<file path="src/rtl/fifo_pkg.sv">
// Shared types and helpers for the programmable synchronous FIFO.
//   fifo_status_t : bundle of the FIFO's level and sticky status flags
//   count_width() : width of a word counter able to hold 0..depth inclusive
package fifo_pkg;

    typedef struct packed {
        logic full;
        logic almost_full;
        logic empty;
        logic almost_empty;
        logic overflow;
        logic underflow;
    } fifo_status_t;

    // One extra bit so that a completely full FIFO (count == depth) is representable.
    function automatic int count_width(input int depth);
        return $clog2(depth) + 1;
    endfunction

endpackage

</file>
<file path="src/rtl/fifo_mem_2p.sv">
// Two-port storage array for the FIFO: one synchronous write port and one
// asynchronous (combinational) read port.
//   clk      : write clock, rising edge
//   wr_en    : write strobe
//   wr_addr  : write address
//   wr_data  : write data
//   rd_addr  : read address
//   rd_data  : read data, combinational from rd_addr
module fifo_mem_2p #(
    parameter int DATA_WIDTH = 8,
    parameter int DEPTH      = 64,
    parameter int ADDR_WIDTH = $clog2(DEPTH)
) (
    input  logic                  clk,
    input  logic                  wr_en,
    input  logic [ADDR_WIDTH-1:0] wr_addr,
    input  logic [DATA_WIDTH-1:0] wr_data,
    input  logic [ADDR_WIDTH-1:0] rd_addr,
    output logic [DATA_WIDTH-1:0] rd_data
);

    logic [DATA_WIDTH-1:0] mem [DEPTH];

    // NOTE: the array has no reset; its contents only matter once written, and the
    // FIFO pointers alone decide which entries are valid.
    always_ff @(posedge clk) begin
        if (wr_en) begin
            mem[wr_addr] <= wr_data;
        end
    end

    assign rd_data = mem[rd_addr];

endmodule

</file>
<file path="src/rtl/fifo_sync_prog.sv">
// Parametrised synchronous FIFO with selectable first-word-fall-through (FWFT)
// or registered-read output, programmable almost thresholds, synchronous flush,
// sticky overflow/underflow flags and a high-water mark.
//   clk, rst              : clock (rising edge), asynchronous active-high reset
//   flush                 : synchronous empty request, overrides wr_en/rd_en
//   clr_status            : clears overflow, underflow and max_count
//   wr_en, wr_data        : push request and data; full/almost_full report level
//   rd_en, rd_data        : pop request (FWFT: acknowledge) and read data
//   rd_valid              : FWFT: rd_data holds head; registered: 1-cycle pulse
//   empty, almost_empty   : no word available for a pop / count <= ae_thresh
//   af_thresh, ae_thresh  : quasi-static almost-full / almost-empty thresholds
//   count, max_count      : words held (incl. FWFT output register), high-water mark
//   overflow, underflow   : sticky error flags
module fifo_sync_prog
    import fifo_pkg::*;
#(
    parameter int DATA_WIDTH  = 8,
    parameter int FIFO_DEPTH  = 64,
    parameter int FWFT        = 1,
    parameter int ADDR_WIDTH  = $clog2(FIFO_DEPTH),
    parameter int COUNT_WIDTH = count_width(FIFO_DEPTH)
) (
    input  logic                   clk,
    input  logic                   rst,
    input  logic                   flush,
    input  logic                   clr_status,
    input  logic                   wr_en,
    input  logic [DATA_WIDTH-1:0]  wr_data,
    output logic                   full,
    output logic                   almost_full,
    input  logic                   rd_en,
    output logic [DATA_WIDTH-1:0]  rd_data,
    output logic                   rd_valid,
    output logic                   empty,
    output logic                   almost_empty,
    input  logic [COUNT_WIDTH-1:0] af_thresh,
    input  logic [COUNT_WIDTH-1:0] ae_thresh,
    output logic [COUNT_WIDTH-1:0] count,
    output logic [COUNT_WIDTH-1:0] max_count,
    output logic                   overflow,
    output logic                   underflow
);

    localparam bit                     IS_FWFT = (FWFT != 0);
    localparam logic [COUNT_WIDTH-1:0] DEPTH_C = COUNT_WIDTH'(FIFO_DEPTH);

    logic [ADDR_WIDTH-1:0]  wr_ptr;
    logic [ADDR_WIDTH-1:0]  rd_ptr;
    logic [DATA_WIDTH-1:0]  mem_rdata;
    logic [COUNT_WIDTH-1:0] count_next;
    logic                   overflow_q;
    logic                   underflow_q;
    logic                   push;
    logic                   pop;
    logic                   load;
    logic                   ovf_evt;
    logic                   udf_evt;
    logic                   mem_has_data;
    fifo_status_t           status;

    fifo_mem_2p #(
        .DATA_WIDTH (DATA_WIDTH),
        .DEPTH      (FIFO_DEPTH),
        .ADDR_WIDTH (ADDR_WIDTH)
    ) u_mem (
        .clk     (clk),
        .wr_en   (push),
        .wr_addr (wr_ptr),
        .wr_data (wr_data),
        .rd_addr (rd_ptr),
        .rd_data (mem_rdata)
    );

    // NOTE: every field gets a default first so this block can never infer a latch.
    always_comb begin
        status              = '0;
        status.full         = (count == DEPTH_C);
        status.almost_full  = (count >= af_thresh);
        status.almost_empty = (count <= ae_thresh);
        // In FWFT mode a word just written sits in memory for one cycle before it
        // reaches the output register, so availability follows rd_valid, not count.
        status.empty        = IS_FWFT ? !rd_valid : (count == '0);
        status.overflow     = overflow_q;
        status.underflow    = underflow_q;
    end

    assign full         = status.full;
    assign almost_full  = status.almost_full;
    assign empty        = status.empty;
    assign almost_empty = status.almost_empty;
    assign overflow     = status.overflow;
    assign underflow    = status.underflow;

    // Requests are qualified by the pre-edge flags; flush swallows them silently.
    assign push    = wr_en & !status.full  & !flush;
    assign pop     = rd_en & !status.empty & !flush;
    assign ovf_evt = wr_en &  status.full  & !flush;
    assign udf_evt = rd_en &  status.empty & !flush;

    // FWFT: count includes the output register, so memory holds count - rd_valid words.
    assign mem_has_data = IS_FWFT ? (count != COUNT_WIDTH'(rd_valid)) : (count != '0);

    // A memory read advances rd_ptr: in FWFT whenever the output register is free or
    // being consumed and memory has a word; in registered mode on every pop.
    assign load = IS_FWFT ? ((!rd_valid | pop) & mem_has_data & !flush) : pop;

    assign count_next = flush ? '0 : (count + COUNT_WIDTH'(push) - COUNT_WIDTH'(pop));

    // NOTE: non-blocking assignments so every register samples pre-edge values.
    always_ff @(posedge clk or posedge rst) begin
        if (rst) begin
            wr_ptr      <= '0;
            rd_ptr      <= '0;
            count       <= '0;
            max_count   <= '0;
            rd_valid    <= 1'b0;
            rd_data     <= '0;
            overflow_q  <= 1'b0;
            underflow_q <= 1'b0;
        end else begin
            count <= count_next;
            if (flush) begin
                wr_ptr   <= '0;
                rd_ptr   <= '0;
                rd_valid <= 1'b0;
            end else begin
                if (push) begin
                    wr_ptr <= wr_ptr + ADDR_WIDTH'(1);
                end
                if (load) begin
                    rd_ptr  <= rd_ptr + ADDR_WIDTH'(1);
                    rd_data <= mem_rdata;
                end
                rd_valid <= IS_FWFT ? (load | (rd_valid & !pop)) : pop;
            end
            // A same-cycle event beats clr_status so it is never lost.
            overflow_q  <= (overflow_q  & !clr_status) | ovf_evt;
            underflow_q <= (underflow_q & !clr_status) | udf_evt;
            if (clr_status || (count_next > max_count)) begin
                max_count <= count_next;
            end
        end
    end

endmodule

</file>
<file path="config.mk">
export PLATFORM = sky130hd
export DESIGN_NAME = fifo_sync_prog
export DESIGN_NICKNAME = d
export VERILOG_FILES = /design/src/rtl/fifo_pkg.sv /design/src/rtl/fifo_mem_2p.sv /design/src/rtl/fifo_sync_prog.sv
export SDC_FILE = /design/constraint.sdc
export NUM_CORES = 1
export LEC_CHECK = 0
export BUFFER_PORTS_ARGS = -buffer_cell sky130_fd_sc_hd__buf_4
export CAP_MARGIN = 20
export CORE_MARGIN = 4
export CORE_UTILIZATION = 30
export DETAILED_ROUTE_END_ITERATION = 8
export HOLD_SLACK_MARGIN = 0.1
export PLACE_DENSITY = 0.47
export RECOVER_POWER = 50
export SYNTH_ARGS = -nofsm -noshare
export SYNTH_HDL_FRONTEND = slang
export SYNTH_SLANG_ARGS = --single-unit
</file>
<file path="constraint.sdc">
create_clock -name clk -period 10.1 [get_ports clk]
set_input_delay 1.01 -clock clk [delete_from_list [all_inputs] [get_ports clk]]
set_output_delay 1.01 -clock clk [all_outputs]
set_load 0.05 [all_outputs]
</file>
Yosys cells after proc, flatten, opt, wreduce, memory -nomap -nowiden
Memory sizes are Yosys's and may differ from the RTL's. A register that Yosys moved wholly into a read port is not among the register bits.
Cells that the tools add are included.
{"block": "totals", "ff_bits": 29, "mem_bits_rw": 512, "input_bits": 28, "output_inout_bits": 29, "wordCells": 52, "mem_count": 1}
{"block": "classes", "n_addsub": 4, "n_lt_le_gt_ge": 3, "eq_ne": 2, "n_mux": 8, "n_bitwise": 18, "reduce_logical": 9}
{"name": "u_mem.mem", "depth": 64, "width": 8, "rd": 1, "rd_ports_with_merged_regs": 1, "wr": 1, "line_no": "fifo_mem_2p.sv:22", "text": "logic [DATA_WIDTH-1:0] mem [DEPTH];"}
{"operator": "6-bit 2-to-1 mux", "count": 4}
{"operator": "1-bit AND", "count": 13}
{"operator": "6-bit by 1-bit adder with 6-bit output, second input constant", "count": 2}
{"operator": "7-bit by 1-bit adder with 7-bit output", "count": 1}
{"operator": "7-bit == test, second input constant", "count": 1}
{"operator": "7-bit >= comparator", "count": 1}
{"operator": "7-bit > comparator", "count": 1}
{"operator": "7-bit <= comparator", "count": 1}
{"operator": "7-bit 2-to-1 mux", "count": 1}
{"operator": "7-bit by 1-bit != test with 1-bit output", "count": 1}
{"operator": "7-bit by 1-bit subtractor with 7-bit output", "count": 1}
{"operator": "1-bit logical NOT", "count": 5}
{"operator": "1-bit bitwise OR", "count": 4}
{"operator": "2-bit nonzero test", "count": 2}
{"operator": "1-bit 2-to-1 mux", "count": 3}
{"operator": "2-bit AND reduction", "count": 1}
{"operator": "1-bit logical OR", "count": 1}
{"operator": "1-bit inverter", "count": 1}

Longest topological paths before layout
{"block": "depth", "ltp_word": 9, "ltp_mapped": 23, "mapped_depth_nobuf": 22}

Hierarchy
From an unflattened synthesis, not the netlist that was laid out.
{"block": "unflattened", "cells_unflattened": 1166, "hier_area_um2": 22331.4}
{"module": "fifo_mem_2p", "n_inst": 1, "cells_per_inst": 932, "area_per_inst_um2": 20006.7, "seq_area_each_um2": 15374.7}
{"module": "fifo_sync_prog", "n_inst": 1, "cells_per_inst": 234, "area_per_inst_um2": 2324.7, "seq_area_each_um2": 925.9}

Worst setup path before layout
OpenSTA, ideal clock, no wires.
{"block": "synth_timing", "path_kind": "register to register", "from": "register count[5]", "to": "register max_count[0]", "setup_time_ns": 0.125, "t_arrival_ns": 6.140, "required_ns": 9.975, "slack_ns": 3.835, "path_stages_with_launch": 23, "n_path_buf": 1, "period_less_slack_ns": 6.265, "path_cell_list": "dfrtp_1 -> inv_1 -> ha_1 -> nand2_1 -> nor4b_1 -> nand2b_1 -> buf_2 -> nor2_1 -> inv_1 -> ha_1 -> inv_1 -> ha_1 -> a21o_1 -> a21oi_1 -> o21bai_1 -> or4_1 -> nand3_1 -> ha_1 -> a21o_1 -> a21oi_1 -> a21oi_1 -> a21oi_1 -> mux2_2"}
{"block": "synth_between", "elab_chain_len": 9}
{"element": "start: declaration", "line_no": "fifo_sync_prog.sv:38", "text": "output logic [COUNT_WIDTH-1:0] count,"}
{"element": "start signal: assignment", "line_no": "fifo_sync_prog.sv:121", "text": "count <= count_next;"}
{"element": "7-bit == test", "line_no": "fifo_sync_prog.sv:77", "text": "status.full = (count == DEPTH_C);"}
{"element": "net full", "line_no": "fifo_sync_prog.sv:29", "text": "output logic full,"}
{"element": "1-bit logical NOT", "line_no": "fifo_sync_prog.sv:95", "text": "assign push = wr_en & !status.full & !flush;"}
{"element": "1-bit AND (2 in series)", "line_no": "fifo_sync_prog.sv:95"}
{"element": "7-bit by 1-bit adder with 7-bit output", "line_no": "fifo_sync_prog.sv:107", "text": "assign count_next = flush ? '0 : (count + COUNT_WIDTH'(push) - COUNT_WIDTH'(pop));"}
{"element": "7-bit by 1-bit subtractor with 7-bit output", "line_no": "fifo_sync_prog.sv:107"}
{"element": "7-bit 2-to-1 mux", "line_no": "fifo_sync_prog.sv:107"}
{"element": "net count_next[5]", "line_no": "fifo_sync_prog.sv:50", "text": "logic [COUNT_WIDTH-1:0] count_next;"}
{"element": "7-bit > comparator", "line_no": "fifo_sync_prog.sv:139", "text": "if (clr_status || (count_next > max_count)) begin"}
{"element": "1-bit logical OR", "line_no": "fifo_sync_prog.sv:139"}
{"element": "end signal: assignment", "line_no": "fifo_sync_prog.sv:140", "text": "max_count <= count_next;"}
{"element": "end: declaration", "line_no": "fifo_sync_prog.sv:39", "text": "output logic [COUNT_WIDTH-1:0] max_count,"}
The timed path passes the listed nets, and every way through them passes these cells.
A chain may end at the register's enable or synchronous reset.

Final worst setup path
{"block": "layout_timing", "from": "register count[5]", "to": "register max_count[5]"}
{"block": "layout_between", "elab_chain_len": 9}
{"element": "7-bit == test", "line_no": "fifo_sync_prog.sv:77"}
{"element": "1-bit logical NOT", "line_no": "fifo_sync_prog.sv:95"}
{"element": "1-bit AND (2 in series)", "line_no": "fifo_sync_prog.sv:95"}
{"element": "7-bit by 1-bit adder with 7-bit output *", "line_no": "fifo_sync_prog.sv:107"}
{"element": "7-bit by 1-bit subtractor with 7-bit output *", "line_no": "fifo_sync_prog.sv:107"}
{"element": "7-bit 2-to-1 mux *", "line_no": "fifo_sync_prog.sv:107"}
{"element": "net count_next[5]", "line_no": "fifo_sync_prog.sv:50"}
{"element": "7-bit > comparator", "line_no": "fifo_sync_prog.sv:139"}
{"element": "1-bit logical OR", "line_no": "fifo_sync_prog.sv:139"}
The timed path passes the listed nets; every way through them passes the cells marked *.

==> implementation parameters <==
Parameter                              Value

Yosys
  Yosys Warn Count    0
  Cell types occupying the most area after synthesis    edfxtp_1 69%, mux4_2 10%, mux2i_1 4.2%
  Most numerous cell in the Yosys netlist    edfxtp_1
  Synth Net Count    approximately 1300
  Cell count after synthesis    roughly 1200
  Most numerous cell types in the synthesized netlist    512 x edfxtp_1, 101 x nor2_1, 100 x mux4_2, 93 x mux2i_1, 37 x dfrtp_1
  Area leader, netlist    edfxtp_1
  EDFF count, synth    512
  Yosys top cell area share    between 60 and 70%
  Share of synthesized registers carrying an async set or reset    under 10%
  Cell area after synthesis    between 0.02 and 0.025 mm2
  Post-Synthesis Mean Instance Area    ~18 um2
  Register area share after synthesis    about 73%
  Most frequently used flop master after synthesis    edfxtp_1
  Synth Register Bits    around 550
  Synth cell types    48

STA
  Transition time at the pin with the least slew margin    3230 ps
  Number of hold violations in the final report    0
  Clock Skew    14.4 ps
  Crit path time final    roughly 5400 ps
  Maximum operating frequency    around 0.19 GHz
  Setup repair after global routing missed its margin    no
  Relative slew slack    -115%
  Setup_tns    0 ps
  Max Slew Vio Count    558
  Final clock period utilization by the worst path    a little over half
  Setup Viol. Count Final    0

Finish
  Layout cells sized above 1    between 10% and 20%
  FILL cells    ~6900
  Antenna Cells    0
  Number of non-filler instances in the completed layout    about 2300
  Area growth, synth to finish    14.0%
  Layout Nets    1349
  Sequential cell area in the final layout    0.0163 mm2
  Footprint of the multi-input gates    ~0.0056 mm2

Power
  Worst voltage drop across the vdd grid    roughly 0.00014 V
  Total power per unit cell area    245 mW/mm2
  Leakage power of the design    8.02 nW

Clocking
  Num CTS Buffers    57
  # Post-CTS Setup Buffers    0
  Sinks on Clock Net    between 500 and 600
  CTS-repair resized insts    0
  Register clock-pin slew on the reported worst setup and hold paths    ~60 ps
  Root Driver    clkbuf_16
  Clock tree from TritonCTS    built
  Clk_lat worst skew    610 ps
  Hold Buf Count CTS    0
  Maximum clock insertion buffer count    3
  Number of H-tree branching levels    2

Flow run
  Max-cap violations    9

Place
  IO Port Bufs    56
  # placed instances    roughly 2200
  RD Place Congestion    a little under 0.8
  Sum of net half-perimeters after detailed placement    between 30 and 40 mm

Critical path
  Largest fanout on the critical path    10
  Data arrival time at the worst-slack endpoint    5850 ps
  Required time of the critical path    approximately 11000 ps
  Critical path capture point    max_count[5]$_DFFE_PP0P_
  Buffers and inverters on the worst path    3
  Cell with the largest stage delay on the worst path    a21oi_1
  Reg2Reg Launch Point    count[5]$_DFF_PP0_
  Instance count on the critical path    21
  Cell breakdown of the critical path    inv_1, ha_1, nand2_1, nor4b_1, nand2b_1, nor2_1, inv_1, ha_1, inv_1, ha_1, a21o_1, a21oi_1, o21bai_1, or4_1, nand3_1, ha_1, a21o_1, a21oi_1, a21oi_1, a21oi_1, mux2_2
  Worst reg-to-reg setup slack    4740 ps
  Crit path max-delay family    simple AND/OR/NAND/NOR gates
  Critical path capture point type    register
  Endpoint of the worst-slack reg-to-reg timing path    max_count[5]$_DFFE_PP0P_
  Crit path from    count[5]$_DFF_PP0_
  Delay contributed by the slowest stage of the critical path    roughly 590 ps
  Worst Setup Path Type    reg -> reg
  Critical Path Start Type    register
  R2r worst-path depth    21

Min path
  Worst min-delay path category    reg -> reg

GRT
  Initial antenna violation count    1
  Aggregate global-route resource usage    13.9%
  Overflow left after global routing    0
  Number of global-route vias before repair    about 12000
  Pin count of the biggest net entering global routing    65
  Wire length of the first global-routing pass    about 81 mm

Route
  Number of DRC markers after the initial detailed-route iteration    827
  Count of unresolved DRC violations after routing    0
  Number of detailed-routing iterations run before antenna repair    5
  Via count of the routed design    between 10000 and 15000
  Vias per std cell    roughly 5
  DRT antenna net count    0
  Final wirelength    around 54 mm
  Mean routed wirelength per cell    23.8 um

Floorplan
  Die area    slightly below 0.08 mm2
  Die Ht    ~280 um
  I/O pin count    between 50 and 60
  Starting density of the core    30.5%
  CORE AREA    0.0733 mm2
  Number of cell rows    99
  Width of the die    approximately 280 um

Run status
  Outcome    finished, violations left
  Failing checks    max-capacitance violations, max-slew violations
metrics by stage:
stage                     hold slack, ps  worst slack (ps)  total power, mW  util [%]  instance area (um2)
after floorplan                      551              3840             3.84         -                22300
after global placement               522              4960             4.28      32.3                23700
after detailed placement             520              4810             4.29      32.3                23700
after CTS                            534              4790             6.32      34.8                25500
after global routing                 555              4290             6.52      34.7                25500
final                                536              4740             6.23      34.7                25500
worst min-delay path by stage:
| stage | slack (ps) | depth (start not counted) | from | endpoint |
|---|---|---|---|---|
| floorplan | 550 | 2 | rd_ptr[5]$_DFFE_PP0P_ | rd_ptr[5]$_DFFE_PP0P_ |
| global placement | 520 | 2 | rd_data[0]$_DFFE_PP0P_ | rd_data[0]$_DFFE_PP0P_ |
| detailed placement | 520 | 2 | rd_data[0]$_DFFE_PP0P_ | rd_data[0]$_DFFE_PP0P_ |
| CTS | 530 | 2 | rd_data[0]$_DFFE_PP0P_ | rd_data[0]$_DFFE_PP0P_ |
| global route | 560 | 1 | max_count[4]$_DFFE_PP0P_ | max_count[4]$_DFFE_PP0P_ |
| finish | 540 | 1 | max_count[4]$_DFFE_PP0P_ | max_count[4]$_DFFE_PP0P_ |
where the power goes:
part           leakage (nW)  internal [mW]  switching, mW
clock network         0.872           1.16          0.857
registers              5.08           2.55          0.136
logic                  2.07          0.676          0.847
per-layer routing:
| metal | share of wire (%) | GRT usage [%] | wire [um] |
|---|---|---|---|
| met5 | 0.024 | 0 | 13 |
| met4 | 2.9 | 4.18 | 1550 |
| met3 | 4.3 | 2.77 | 2360 |
| met2 | 47 | 21.7 | 25400 |
| met1 | 46 | 19.6 | 25200 |
sequential cells by signal, indices dropped and copies added, names as in the netlist:
register,count
rd_ptr,6
wr_ptr,6
max_count,7
overflow,1
u_mem.mem,512
rd_data,8
count,7
underflow,1
rd_valid,1
cells by family after synthesis:
logic type / share of synthesized area, %
muxes: 14.9
adders and majority gates: 1.88
buffers and inverters: 2.03
and+or+nand+nor: 4.70
DFF: 73.0
AOI/OAI and AO/OA: 2.99
xor gates and xnor gates: 0.549
area by class of cell:
| type | instances | share of cell area [%] |
|---|---|---|
| sequential | 549 | 64.1 |
| multi-input combinational | 580 | 21.9 |
| clock buffer | 71 | 5.97 |
| tap | 959 | 4.71 |
| timing repair buffer | 65 | 1.74 |
| clock inverter | 33 | 1.08 |
| inverter | 35 | 0.516 |
layout by cell type (no fill, tap or decap), types with 6 or more instances in the layout:
cell type and n:
o21ai_0 22, nand4_1 7, dfrtp_1 33, nand3_1 20, nand3b_1 8, a22oi_1 11
clkbuf_1 23, edfxtp_1 512, clkinv_2 11, a21oi_1 19, a21o_1 6, clkinv_1 13
ha_1 32, a211oi_1 7, nor3_1 19, mux2i_1 93, inv_1 34, mux2_2 12
nand2_1 30, xnor2_1 9, nor2_1 101, clkbuf_16 58, or3_1 6, nor2b_1 12
buf_4 52, mux4_2 100, o22ai_1 22
worst register-to-register path: cells and delay by family, from the launching register on:
family,cells,cell delay [ps]
multiplexers,1,410
AND/OR/NAND/NOR,6,1690
AO/OA/AOI/OAI,7,1530
adder cells (fa/ha/maj),4,850
flip-flops,1,440
buffers and inverters,3,310
No activity file was read; power rests on OpenSTA's default activity.
